[src/rtl/mips_pkg.sv]
// Shared MIPS pipeline constants: stage count, stage indices, per-stage payload widths
// and the snapshot dump state encoding.
package mips_pkg;

   localparam int NUM_STAGES_DEF = 4;

   localparam int STAGE_IF_ID  = 0;
   localparam int STAGE_ID_EX  = 1;
   localparam int STAGE_EX_MEM = 2;
   localparam int STAGE_MEM_WB = 3;

   localparam int W_IF_ID  = 64;
   localparam int W_ID_EX  = 129;
   localparam int W_EX_MEM = 78;
   localparam int W_MEM_WB = 72;

   // Every stage register is sized to the widest stage payload.
   localparam int STAGE_W_MAX = W_ID_EX;

   typedef enum logic {
      SNAP_IDLE = 1'b0,
      SNAP_SEND = 1'b1
   } snap_state_t;

   function automatic int words_per_stage(input int data_w, input int word_w);
      return (data_w + word_w - 1) / word_w;
   endfunction

endpackage

[src/rtl/pipeline_reg_bank_serializer.sv]
// Snapshot serializer: captures all stage registers into a shadow on request and
// streams them out as a valid/ready word sequence (valid vector first).
module snapshot_serializer
   import mips_pkg::*;
#(
   parameter int NUM_STAGES = NUM_STAGES_DEF,
   parameter int DATA_W     = STAGE_W_MAX,
   parameter int WORD_W     = 32
) (
   input  logic                         i_clk,
   input  logic                         i_rst,
   input  logic                         i_snap_req,
   input  logic [NUM_STAGES*DATA_W-1:0] i_data,
   input  logic [NUM_STAGES-1:0]        i_valid,
   input  logic                         i_dump_ready,
   output logic                         o_snap_busy,
   output logic [WORD_W-1:0]            o_dump_word,
   output logic                         o_dump_valid,
   output logic                         o_dump_last
);

   localparam int WPS   = words_per_stage(DATA_W, WORD_W);
   localparam int TOTAL = 1 + NUM_STAGES * WPS;
   localparam int IDX_W = $clog2(TOTAL);
   localparam logic [IDX_W-1:0] LAST_IDX = IDX_W'(TOTAL - 1);

   snap_state_t                    state;
   logic [IDX_W-1:0]               idx;
   logic [TOTAL-1:0][WORD_W-1:0]   shadow;
   logic [TOTAL-1:0][WORD_W-1:0]   snap_words;

   // Each stage is zero-padded up to a whole number of words before slicing.
   always_comb begin
      logic [WPS*WORD_W-1:0] pad;
      pad = '0;
      snap_words = '0;
      snap_words[0][NUM_STAGES-1:0] = i_valid;
      for (int s = 0; s < NUM_STAGES; s++) begin
         pad = '0;
         pad[DATA_W-1:0] = i_data[s*DATA_W +: DATA_W];
         for (int w = 0; w < WPS; w++)
            snap_words[1 + s*WPS + w] = pad[w*WORD_W +: WORD_W];
      end
   end

   always_ff @(posedge i_clk) begin
      if (i_rst) begin
         state  <= SNAP_IDLE;
         idx    <= '0;
         shadow <= '0;
      end else begin
         case (state)
            SNAP_IDLE: begin
               if (i_snap_req) begin
                  shadow <= snap_words;
                  idx    <= '0;
                  state  <= SNAP_SEND;
               end
            end
            SNAP_SEND: begin
               if (i_dump_ready) begin
                  if (idx == LAST_IDX) state <= SNAP_IDLE;
                  else                 idx   <= idx + 1'b1;
               end
            end
            default: state <= SNAP_IDLE;
         endcase
      end
   end

   assign o_snap_busy  = (state == SNAP_SEND);
   assign o_dump_valid = (state == SNAP_SEND);
   assign o_dump_last  = (state == SNAP_SEND) && (idx == LAST_IDX);
   assign o_dump_word  = shadow[idx];

endmodule

[src/rtl/pipeline_reg_bank.sv]
// Bank of inter-stage pipeline registers with cascading stall, flush, bubble insertion,
// debugger step gating and a snapshot dump port.
module pipeline_reg_bank
   import mips_pkg::*;
#(
   parameter int NUM_STAGES = NUM_STAGES_DEF,
   parameter int DATA_W     = STAGE_W_MAX,
   parameter int WORD_W     = 32
) (
   input  logic                         i_clk,
   input  logic                         i_rst,
   input  logic                         i_step_en,
   input  logic [NUM_STAGES*DATA_W-1:0] i_data,
   input  logic [NUM_STAGES-1:0]        i_valid,
   input  logic [NUM_STAGES-1:0]        i_stall,
   input  logic [NUM_STAGES-1:0]        i_flush,
   output logic [NUM_STAGES*DATA_W-1:0] o_data,
   output logic [NUM_STAGES-1:0]        o_valid,
   input  logic                         i_snap_req,
   output logic                         o_snap_busy,
   output logic [WORD_W-1:0]            o_dump_word,
   output logic                         o_dump_valid,
   input  logic                         i_dump_ready,
   output logic                         o_dump_last
);

   logic [NUM_STAGES-1:0][DATA_W-1:0] stage_d, stage_q;
   logic [NUM_STAGES-1:0]             hold, bubble;

   assign stage_d = i_data;

   // A stall freezes its own register and everything upstream of it.
   always_comb begin
      hold = '0;
      for (int k = 0; k < NUM_STAGES; k++)
         hold[k] = |(i_stall >> k);
   end

   // Bubble where the upstream neighbour holds but this register does not.
   assign bubble = hold << 1;

   for (genvar k = 0; k < NUM_STAGES; k++) begin : g_stage
      logic [DATA_W-1:0] q;
      logic              v;

      always_ff @(posedge i_clk) begin
         if (i_rst) begin
            q <= '0;
            v <= 1'b0;
         end else if (i_step_en) begin
            if (i_flush[k] || (!hold[k] && bubble[k])) begin
               q <= '0;
               v <= 1'b0;
            end else if (!hold[k]) begin
               q <= stage_d[k];
               v <= i_valid[k];
            end
         end
      end

      assign stage_q[k] = q;
      assign o_valid[k] = v;
   end

   assign o_data = stage_q;

   snapshot_serializer #(
      .NUM_STAGES (NUM_STAGES),
      .DATA_W     (DATA_W),
      .WORD_W     (WORD_W)
   ) u_snap (
      .i_clk        (i_clk),
      .i_rst        (i_rst),
      .i_snap_req   (i_snap_req),
      .i_data       (o_data),
      .i_valid      (o_valid),
      .i_dump_ready (i_dump_ready),
      .o_snap_busy  (o_snap_busy),
      .o_dump_word  (o_dump_word),
      .o_dump_valid (o_dump_valid),
      .o_dump_last  (o_dump_last)
   );

endmodule

[config.mk]
export PLATFORM = sky130hd
export DESIGN_NAME = pipeline_reg_bank
export DESIGN_NICKNAME = d
export VERILOG_FILES = /design/src/rtl/mips_pkg.sv /design/src/rtl/pipeline_reg_bank_serializer.sv /design/src/rtl/pipeline_reg_bank.sv
export SDC_FILE = /design/constraint.sdc
export NUM_CORES = 2
export LEC_CHECK = 0
export ABC_AREA = 1
export CAP_MARGIN = 20
export CORE_AREA = 5 5 420 422
export CTS_CLUSTER_DIAMETER = 200
export DETAILED_ROUTE_END_ITERATION = 8
export DIE_AREA = 0 0 425 427
export SYNTH_ARGS = -nofsm -noshare
export SYNTH_HDL_FRONTEND = slang
export SYNTH_SLANG_ARGS = --single-unit
[constraint.sdc]
create_clock -name i_clk -period 2 [get_ports i_clk]
set_clock_uncertainty 0.15 [all_clocks]
set_input_delay 0.6 -clock i_clk [delete_from_list [all_inputs] [get_ports i_clk]]
set_output_delay 0.6 -clock i_clk [all_outputs]
set_load 0.1 [all_outputs]
==> results.txt <==
Max-slew headroom -> 43.5%
Synth Instances -> 5,940
Net Count, Synth -> 6,475
Sw Ratio -> 31.5%
FP Rows -> 153
vias in the first global route -> 47,500
Total GRT Usage -> 25.3%
R2R Path End -> u_snap.idx[2]
Core Util, Final -> 45.4%
outcome -> finished, violations left
Die Area -> 181,000 um^2
initial antenna violation count -> 36
Worst-Margin Slew -> 0.847 ns
largest net degree at the start of global routing -> 108
Combinational Power Share -> 22.5%
crit share post-route -> 177%
crit end category -> output pin
Bufs on Longest Clock Path -> 3
Hold Path Class -> input port to flip-flop
Slowest cell on crit path -> dfxtp_4
pre-CTS setup slack -> -0.985 ns
R2R depth -> 16
first-pass GRT wire length -> 337,000 um
DRC viols -> 0
Core Footprint -> 173,000 um^2
non-filler cells, final -> 10,200
initial drt markers -> 3,617
switching power -> 0.0189 W
Die W -> 425 um
Slew Limit Fails -> 0
final WL -> 244,000 um
Sink Count -> 1,046
I/O Pins -> 1,088
Root Buffer -> clkbuf_16
Crit path top cell by count -> buf_12
Peak Freq -> 0.282 GHz
Max Cap Viol -> 0
endpoints failing setup -> 560
WL/cell -> 24.0 um
vias -> 48,700
synth unique cells -> 25
fin nets -> 8,258
FF-to-FF setup slack -> -0.18 ns
total congestion overflow -> 0
Clock Latency Late Sink -> 0.78 ns
final worst slack -> -1.54 ns
layout cell share with drive strength beyond 1 -> 35.9%
Min-Delay Startpoint -> i_data[270]
Max Fanout on Critical Path -> 7
Arr. time, crit path -> 2.79 ns
cell count of the worst hold path -> 3
P_int -> 0.0412 W
Leak -> 32.7 nW
Clk pin slew, worst setup/hold paths -> 0.07 ns
sequential fraction of the synthesis area -> 49.8%
WS Path Type -> flip-flop to output pin
min Tclk post-route -> 3.54 ns
VDD IR-drop max -> 0.706 mV
Seq pwr share -> 38.0%
initial core utilization -> 24.3%
die height -> 427 um
CTS tree -> built
Final ANT Viol Nets -> 0
Critical R2R Launch -> u_snap.idx[0]
RSZ-0062 raised after global routing -> true
Placed Instances -> 9,387
total CTS buffers -> 119
hpwl dp -> 184,000 um
register bit total from synthesis -> 1,046
Area Overhead vs Synth -> 86.4%
syn_area_per_cell -> 7.07 um^2
vias per cell -> 4.79
area of the mapped netlist -> 42,000 um^2
worst path required time -> 1.25 ns
Power Dens Cells -> 767 nW/um^2
startpoint types -> flip-flop
CTS HTree Levels -> 3
DRT Pass-1 Iters -> 6
Clock power frac -> 39.5%
delay of the slowest critical-path stage -> 0.38 ns
failing checks -> negative setup slack
sink of the worst hold path -> g_stage[2].q[12]
Port Buffers -> 1,087
worst path cell trace -> buf_12, clkinv_8, nor2_4, buf_6, buf_12, buf_12, nand2_1, nand4_1, nand3_1, nand2_4, nand2_4, nand2_8, buf_12
gp weighted congestion -> 0.900
final hold viol count -> 0
warnings from Yosys -> 0
-- worst max path at each step --
stage	from	depth (start not counted)	endpoint
after floorplan	u_snap.idx[1]	13	o_dump_word[11]
after global placement	u_snap.idx[1]	13	o_dump_word[11]
after detailed placement	u_snap.idx[1]	13	o_dump_word[11]
after CTS	u_snap.idx[1]	13	o_dump_word[14]
after global routing	u_snap.idx[0]	15	o_dump_word[15]
final	u_snap.idx[0]	13	o_dump_word[23]
-- cell families after synthesis --
kind of cell / synth area share, %
simple gates: 27.1
compound gates: 16.2
xor+xnor: 0.0208
buf+inv: 6.80
fa+ha+maj: 0.0595
flops: 49.8
-- synth_stat cells --
library cell	count	area, um^2
nor2_1	1433	5380
inv_1	169	634
nand2_4	1	11.3
a22oi_1	64	480
xor2_1	1	8.76
o21ai_0	720	3600
dfxtp_1	1046	20900
buf_1	38	143
buf_4	39	293
o221ai_1	1	8.76
nor3_1	91	455
nor2_2	1	6.26
a21oi_1	442	2210
buf_2	100	500
nand3_1	260	1300
buf_6	6	67.6
nor2_4	4	45.0
clkbuf_1	300	1130
nand4_1	27	169
a211oi_1	1	7.51
clkinv_1	11	41.3
o21ai_1	101	505
nand2_1	1068	4010
inv_2	14	52.6
ha_1	2	25.0
-- registers in the layout, summed over array words and instances, names as in the netlist --
name,count
u_snap.shadow,520
g_stage.q,516
u_snap.idx,5
g_stage.v,4
u_snap.o_dump_valid,1
-- cells in the final DEF (no fill, tap or decap), types with 169 or more instances in the layout --
cell	n
buf_12	700
nand3_1	169
a21oi_1	431
o21ai_0	719
dfxtp_4	458
nor2_1	1425
dfxtp_1	523
nand2_1	794
clkdlybuf4s50_1	530
buf_4	853
-- through the flow --
step / power (W) / hold WS, ns / TNS [ns] / cell area [um^2]
floorplan: 0.0295 / 0.280 / -6.89 / 42900
global placement: 0.0357 / 0.294 / -472.91 / 65600
detailed placement: 0.0358 / 0.312 / -471.66 / 65600
CTS: 0.0602 / 0.137 / -122.12 / 76600
global route: 0.0621 / 0.195 / -110.75 / 78300
finish: 0.0601 / 0.231 / -75.98 / 78300
-- worst max-delay path, delay by kind of cell, from the launching register on --
kind                   cells  cell delay [ns]
DFF                        1             0.38
and+or+nand+nor            7             0.83
buffers and inverters      6             0.78
-- power by group through the flow --
| stage | combinational, W | sequential [W] | clock [W] |
|---|---|---|---|
| finish | 0.0135 | 0.0229 | 0.0237 |
| global route | 0.0142 | 0.0229 | 0.0250 |
| CTS | 0.0132 | 0.0228 | 0.0242 |
| detailed placement | 0.0119 | 0.0238 | 0 |
| global placement | 0.0119 | 0.0238 | 0 |
| floorplan | 0.00351 | 0.0260 | 0 |
-- repair_timing --
item	in CTS	in global routing
gates resized for setup	1212	315
setup endpoints to repair	559	581
pin swaps	61	131
hold endpoints to repair	4	0
setup buffers	499	21
cloned	11	14
hold buffers	1	0
-- layout make-up --
class | instances | area [um^2]
inverters | 194 | 832
clock buffers | 157 | 3380
fillers | 16500 | 94300
multi-input cells | 4217 | 20700
diodes | 24 | 60.1
repair buffers | 2145 | 26800
well taps | 2325 | 2910
flip-flops and latches | 1046 | 22700
clock inverters | 69 | 847
-- per-layer routing --
layer	vias up	share of wire (%)	wire, um	track usage [%]
li1	22900	-	-	-
met4	2	4.0	9700	9.32
met2	1760	50	121000	44.2
met5	-	0.0053	13	0
met3	411	6.3	15500	4.65
met1	23600	40	97600	30.9
(Power assumes the default switching activity.)
